### src/rtl/seg_scan4.sv
// Four-digit multiplexed 7-segment scan driver with per-frame input snapshot,
// optional leading-zero blanking and a sticky carry/borrow overflow flag.
module seg_scan4 #(
  parameter int DIV = 50000
) (
  input  logic        CLK,
  input  logic        MR,
  input  logic [15:0] D,
  input  logic        CO,
  input  logic        CLR,
  input  logic        BLANK_EN,
  output logic [3:0]  AN,
  output logic [6:0]  SEG,
  output logic        DP,
  output logic        OVF
);

  localparam int CW = (DIV > 1) ? $clog2(DIV) : 1;
  localparam logic [CW-1:0] CNT_MAX = CW'(DIV - 1);
  localparam logic [CW-1:0] CNT_ONE = CW'(1);

  logic [CW-1:0] cnt;
  logic [1:0]    idx;
  logic [15:0]   shadow;
  logic          co_d;

  logic          tick;
  logic          frame_end;
  logic          co_rise;
  logic [3:0]    nib;
  logic          lead_zero;
  logic          blank;
  logic [3:0]    an_next;
  logic [6:0]    seg_next;
  logic          dp_next;
  logic          ovf_next;

  // Full hex decode, segment order g..a.
  function automatic logic [6:0] hex_to_seg(input logic [3:0] v);
    logic [6:0] s;
    case (v)
      4'h0:    s = 7'h3F;
      4'h1:    s = 7'h06;
      4'h2:    s = 7'h5B;
      4'h3:    s = 7'h4F;
      4'h4:    s = 7'h66;
      4'h5:    s = 7'h6D;
      4'h6:    s = 7'h7D;
      4'h7:    s = 7'h07;
      4'h8:    s = 7'h7F;
      4'h9:    s = 7'h6F;
      4'hA:    s = 7'h77;
      4'hB:    s = 7'h7C;
      4'hC:    s = 7'h39;
      4'hD:    s = 7'h5E;
      4'hE:    s = 7'h79;
      4'hF:    s = 7'h71;
      default: s = 7'h00;
    endcase
    return s;
  endfunction

  // One-hot active-low digit enable for a slot index.
  function automatic logic [3:0] idx_to_an(input logic [1:0] i);
    logic [3:0] a;
    case (i)
      2'd0:    a = 4'b1110;
      2'd1:    a = 4'b1101;
      2'd2:    a = 4'b1011;
      2'd3:    a = 4'b0111;
      default: a = 4'b1111;
    endcase
    return a;
  endfunction

  // Prescaler wrap, frame boundary and CO edge detection.
  always_comb begin
    tick      = (cnt == CNT_MAX);
    frame_end = tick && (idx == 2'd3);
    co_rise   = CO && !co_d;
  end

  // Select the current nibble and decide whether it is a leading zero.
  always_comb begin
    nib       = 4'h0;
    lead_zero = 1'b0;
    case (idx)
      2'd0: begin
        nib       = shadow[3:0];
        lead_zero = 1'b0;
      end
      2'd1: begin
        nib       = shadow[7:4];
        lead_zero = (shadow[15:4] == 12'h000);
      end
      2'd2: begin
        nib       = shadow[11:8];
        lead_zero = (shadow[15:8] == 8'h00);
      end
      2'd3: begin
        nib       = shadow[15:12];
        lead_zero = (shadow[15:12] == 4'h0);
      end
      default: begin
        nib       = 4'h0;
        lead_zero = 1'b0;
      end
    endcase
  end

  // Next-state values for the registered display outputs and flag.
  always_comb begin
    blank    = BLANK_EN && lead_zero;
    an_next  = 4'b1111;
    seg_next = 7'h00;
    if (blank) begin
      an_next  = 4'b1111;
      seg_next = 7'h00;
    end else begin
      an_next  = idx_to_an(idx);
      seg_next = hex_to_seg(nib);
    end
    if (idx == 2'd0) begin
      dp_next = OVF;
    end else begin
      dp_next = 1'b0;
    end
    // A new CO edge wins over a simultaneous clear.
    if (co_rise) begin
      ovf_next = 1'b1;
    end else if (CLR) begin
      ovf_next = 1'b0;
    end else begin
      ovf_next = OVF;
    end
  end

  // Scan state, snapshot, overflow flag and registered outputs.
  always_ff @(posedge CLK) begin
    if (MR) begin
      cnt    <= '0;
      idx    <= 2'd0;
      shadow <= 16'h0000;
      co_d   <= 1'b0;
      OVF    <= 1'b0;
      AN     <= 4'b1111;
      SEG    <= 7'h00;
      DP     <= 1'b0;
    end else begin
      if (tick) begin
        cnt <= '0;
        idx <= idx + 2'd1;
      end else begin
        cnt <= cnt + CNT_ONE;
      end
      if (frame_end) begin
        shadow <= D;
      end
      co_d <= CO;
      OVF  <= ovf_next;
      AN   <= an_next;
      SEG  <= seg_next;
      DP   <= dp_next;
    end
  end

endmodule

### config.mk
export PLATFORM = sky130hd
export DESIGN_NAME = seg_scan4
export DESIGN_NICKNAME = d
export VERILOG_FILES = /design/src/rtl/seg_scan4.sv
export SDC_FILE = /design/constraint.sdc
export NUM_CORES = 1
export LEC_CHECK = 0
export BUFFER_PORTS_ARGS = -buffer_cell sky130_fd_sc_hd__buf_4
export CAP_MARGIN = 10
export CELL_PAD_IN_SITES_DETAIL_PLACEMENT = 2
export CELL_PAD_IN_SITES_GLOBAL_PLACEMENT = 2
export CORE_MARGIN = 4
export CORE_UTILIZATION = 30
export CTS_BUF_LIST = sky130_fd_sc_hd__clkbuf_16
export CTS_CLUSTER_SIZE = 20
export DETAILED_ROUTE_END_ITERATION = 6
export GPL_ROUTABILITY_DRIVEN = 0
export PLACE_DENSITY_LB_ADDON = 0.12
export SYNTH_ARGS = -nofsm -noshare
export SYNTH_HDL_FRONTEND = slang
export SYNTH_SLANG_ARGS = --single-unit
### constraint.sdc
create_clock -name CLK -period 3.2 [get_ports CLK]
set_input_delay 0.16 -clock CLK [delete_from_list [all_inputs] [get_ports CLK]]
set_output_delay 0.16 -clock CLK [all_outputs]
set_load 0.01 [all_outputs]
### Word-level counts from Yosys, hierarchy flattened

Memories as Yosys holds them, arrays and structs flattened. A register that Yosys moved wholly into a read port is not among the register bits.
Index checks and enable logic that the tools add are counted.

| operators by class | value |
|---|---|
| bitwise operators | 1 |
| multiply operators | 0 |
| magnitude comparators | 0 |
| muxes and demuxes | 5 |
| $add $sub $neg | 2 |
| shifts and indexed selects | 0 |
| equal/unequal tests | 4 |
| reduce and logical (&&, ||, !) cells | 12 |
| div/mod/pow operators | 0 |

Operators with widths:

| cell | count |
|---|---|
| one-hot mux 4 bit (4 select lines) | 2 |
| adder 16 x 1 -> 16 bit, second input constant | 1 |
| equality test 16 bit, second input constant | 1 |
| zero test 12 bit | 1 |
| zero test 8 bit | 1 |
| OR reduction 2 bit | 3 |
| equality test 2 bit, second input constant | 2 |
| zero test 4 bit | 1 |
| one-hot mux 1 bit (4 select lines) | 1 |
| logical AND 1 bit | 3 |
| adder 2 x 1 -> 2 bit, second input constant | 1 |
| equality test 2 x 1 -> 1 bit, second input constant | 1 |
| zero test 2 bit | 1 |
| two-way mux 1 bit | 2 |
| nonzero test 2 bit | 1 |
| zero test 1 bit | 1 |
| NOT 1 bit | 1 |

| storage, ports and cells | value |
|---|---|
| memories kept | 1 |
| memory bits (writable) | 0 |
| latch bits | 0 |
| word-level logic and storage cells | 32 |
| bits in registers | 41 |
| output and inout port bits | 13 |
| bits in read-only memories | 112 |

Memory list:

| name | words | bits a word | read ports | clocked after Yosys merged registers in | wr ports | RTL line | source |
|---|---|---|---|---|---|---|---|
| (name not given) | 16 | 7 | 1 | 1 | 0 | 41 | `case (v)` |

### Depth between registers and ports, before layout

| depth | value |
|---|---|
| depth in word-level cells | 4 |
| mapped depth | 9 |
| depth with buffers taken out | 9 |

### Least setup slack after synthesis

OpenSTA, ideal clock, no wires.

| timing | value |
|---|---|
| path kind | register -> register |
| start point | register idx[0] |
| end point | register SEG[3] |
| period minus slack after synthesis | 1.983 ns |
| buffers on the path | 0 |
| arrival | 1.898 ns |
| path slack | 1.217 ns |
| cell stages (with the launch flop) | 10 |
| library setup time | 0.086 ns |
| cell sequence | dfxtp_1 -> inv_1 -> ha_1 -> inv_2 -> a2bb2oi_1 -> inv_1 -> ha_1 -> nand2_1 -> o21ai_0 -> a211oi_1 |

| on the way | value |
|---|---|
| cells in the longest elaborated chain, start to end | 4 |
| elaborated cells on any way between the ends | 8 |
| classes of those cells | eq/ne: 3; mux: 2; reduce/logical: 3 |

RTL lines:

| item | RTL line | source |
|---|---|---|
| from (decl) | 23 | `logic [1:0] idx;` |
| from (signal assigned) | 152 | `idx <= idx + 2'd1;` |
| equality test 2 bit, or another cell as far along | 87 | `case (idx)` |
| one-hot mux 1 bit (4 select lines) | 87 |  |
| logical AND 1 bit | 113 | `blank = BLANK_EN && lead_zero;` |
| OR reduction 2 bit (no line) | -- |  |
| to (decl) | 13 | `output logic [6:0] SEG,` |

Parallel ways exist; a longest one is shown, timed or not.
A chain may end at the register's enable or synchronous reset.

### Worst setup path in the final report

| timing | value |
|---|---|
| start point | register idx[0] |
| end point | register SEG[5] |

The elaborated chain is that of the path after synthesis.

==> results_dict.tcl <==
set metrics [dict create \
    outcome "completed" \
    cts.sinks 48 \
    wl_per_cell_um 15.99 \
    path_cells "inv_1, ha_1, inv_2, a2bb2oi_1, inv_1, ha_1, nor3_1, a2111oi_2" \
    seq_power_share 0.485 \
    synth_nets 260 \
    grt-ovfl-total 0 \
    power.share.clock 0.471 \
    rows 30 \
    drtIter0Drc 33 \
    setup.worst_path.end_class "register" \
    crit_type "reg -> reg" \
    vias 1710 \
    ir_worst_vdd_mv 0.1799 \
    worst_pin_slew_ns 0.7407 \
    layout_commonest_cell "dfxtp_1" \
    most-common-layout-cells "dfxtp_1, nor2_1, buf_4" \
    powerDensity_nw_per_um2 476.4 \
    start_util 0.3123 \
    drive_gt1_frac 0.1825 \
    grt_pass1_wl_mm 9.501 \
    htreeDepth 2 \
    max_freq_mhz 420.8 \
    crit_path_end "SEG[5]" \
    drc 0 \
    crit_buf_inv 3 \
    path_delay_family "compound AO/OA/AOI/OAI gates" \
    p_comb_frac 0.044 \
    slew_headroom 0.5062 \
    crit_path_start_kind "register" \
    finalSetupTns_ns 0 \
    vias_per_cell 4.763 \
    die_w_um 92.80 \
    report.final.slew_viol_count 0 \
    required_ns 3.34 \
    ctsHoldBuffers 0 \
    clkSlewWorstSetupHoldPaths_ns 0.06 \
    io_pins 34 \
    io_buffers 33 \
    path_depth 8 \
    antenna_cells 0 \
    cts_resized 0 \
    drt_first_pass_iters 5 \
    die_y_um 92.80 \
    fin_ws_ns 0.8238 \
    power.switching_mw 0.2586 \
    rrSetupSlack_ns 0.82 \
    cts_setup_buffers 0 \
    cts_tree "built" \
    cellLeakagePower_nw 1.168 \
    finalSetupViolCount 0 \
    ff2ff_path_depth 8 \
    p_sw_frac 0.2047 \
    hold_viol 0 \
    syn_inst 227 \
    nets 295 \
    async_flop_share 0 \
    finalCriticalPeriod_ns 2.376 \
    antenna_found_initial 0 \
    grt_use_total 0.1423 \
    area_delta_synth_final_pct 22.97 \
    rr_endpoint "SEG[5]" \
    synthFlopType "dfxtp_1" \
    crit_arrival_ns 2.52 \
    synth_area_um2 2157 \
    slowest_delay_ns 0.51 \
    grt_pass1_vias 1877 \
    ys_seq_area_frac 0.4455 \
    dp_slack_ns 0.8850 \
    cp_max_fo 7 \
    synth_cell_type_count 38 \
    grt_max_degree 26 \
    maxCapViolCount 0 \
    core_um2 6907 \
    ys_ff_latch 48 \
    worstHoldPathType "in -> reg" \
    hpwl_mm 4.293 \
    reg2reg_from "idx[0]" \
    internal_power_mw 1.005 \
    rsz0062_at_grt "no" \
    dieArea_um2 8611 \
    ant_nets 0 \
    crit_slowest_cell "a2bb2oi_1" \
    avgSynthCellArea_um2 9.503 \
    synth-edff-count 0 \
    crit_start "idx[0]" \
    min_period_over_period 0.7426 \
    finClkSkew_ns 0.004824 \
    ys_warn_count 0 \
    clock_path_buffers 2 \
    clk_root_buffer_cell "clkbuf_16" \
    wl_mm 5.742 \
    cts_buffers 5 \
    clk_latency_ns 0.29 \
]
## power groups by stage
stage	Clock, mW	Sequential [mW]	Combinational [mW]
finish	0.595	0.613	0.0559
global route	0.647	0.614	0.0623
CTS	0.619	0.613	0.0579
detailed placement	0	0.627	0.0576
global placement	0	0.627	0.0571
floorplan	0	0.629	0.0189
## synth_stat cells, drive strengths merged, types with 3 or more instances
cell type | n | area [um2]
dfxtp | 48 | 960.9
nor2 | 47 | 176.4
mux2i | 20 | 200.2
nand2 | 13 | 48.80
ha | 12 | 150.1
inv | 10 | 37.53
xnor2 | 8 | 70.07
nand3 | 7 | 35.03
xor2 | 7 | 61.31
a21oi | 5 | 25.02
o21ai | 4 | 20.02
a211oi | 3 | 22.52
and3 | 3 | 18.77
buf | 3 | 36.28
clkbuf | 3 | 11.26
nand2b | 3 | 18.77
nand4 | 3 | 25.02
nor3 | 3 | 15.01
nor4 | 3 | 18.77
## logic make-up after synthesis
| family | after synthesis | synth area share |
|---|---|---|
| AO/OA/AOI/OAI | 26 | 0.08817 |
| flip-flops | 48 | 0.4455 |
| adder cells (fa/ha/maj) | 12 | 0.06960 |
| multiplexers | 22 | 0.1032 |
| AND/OR/NAND/NOR | 88 | 0.1932 |
| XOR/XNOR | 15 | 0.06091 |
| buffers and inverters | 16 | 0.03944 |
## worst min path at each step
stage | from | endpoint | cells after the start
3_3_place_gp | CO | co_d | 2
6_report | CO | co_d | 2
5_1_grt | D[4] | shadow[4] | 3
4_1_cts | CO | co_d | 2
3_5_place_dp | CO | co_d | 2
2_1_floorplan | MR | co_d | 1
## worst reg2reg max path: stages (launching register included)
cell       delay [ns]
dfxtp_1          0.38
inv_1            0.12
ha_1             0.26
inv_2            0.15
a2bb2oi_1        0.51
inv_1            0.22
ha_1             0.26
nor3_1           0.25
a2111oi_2        0.08
## layout make-up
type,instances,area (um2)
Inverter,10,37.54
Clock inverter,3,42.54
Multi-Input combinational cell,163,1111
Fill cell,775,4254
Tap cell,96,120.1
Sequential cell,48,960.9
Clock buffer,5,125.1
Timing Repair Buffer,34,255.2
## sequential cells by signal, indices dropped and copies added (netlist names)
signal / count
AN: 4
SEG: 7
cnt: 16
idx: 2
co_d: 1
shadow: 16
DP: 1
OVF: 1
## layer usage
metal | track usage | vias up | wire length, um
li1 | - | 844 | -
met5 | 0 | - | 0
met3 | 0.02518 | 6 | 163
met2 | 0.2507 | 24 | 2907
met4 | 0.05983 | 0 | 97
met1 | 0.1686 | 836 | 2573
## per-stage QoR
stage | power [mW] | cells | instance area, um2 | utilization | hold WS, ns
after global routing | 1.323 | 359 | 2653 | 0.3841 | 0.1188
final | 1.264 | 359 | 2653 | 0.3841 | 0.09953
after CTS | 1.289 | 359 | 2653 | 0.3841 | 0.09443
after floorplan | 0.6477 | 227 | 2157 | - | 0.2316
after detailed placement | 0.6844 | 351 | 2485 | 0.3598 | 0.3939
after global placement | 0.6836 | 351 | 2485 | 0.3598 | 0.3836
No activity file was read; power rests on OpenSTA's default activity.
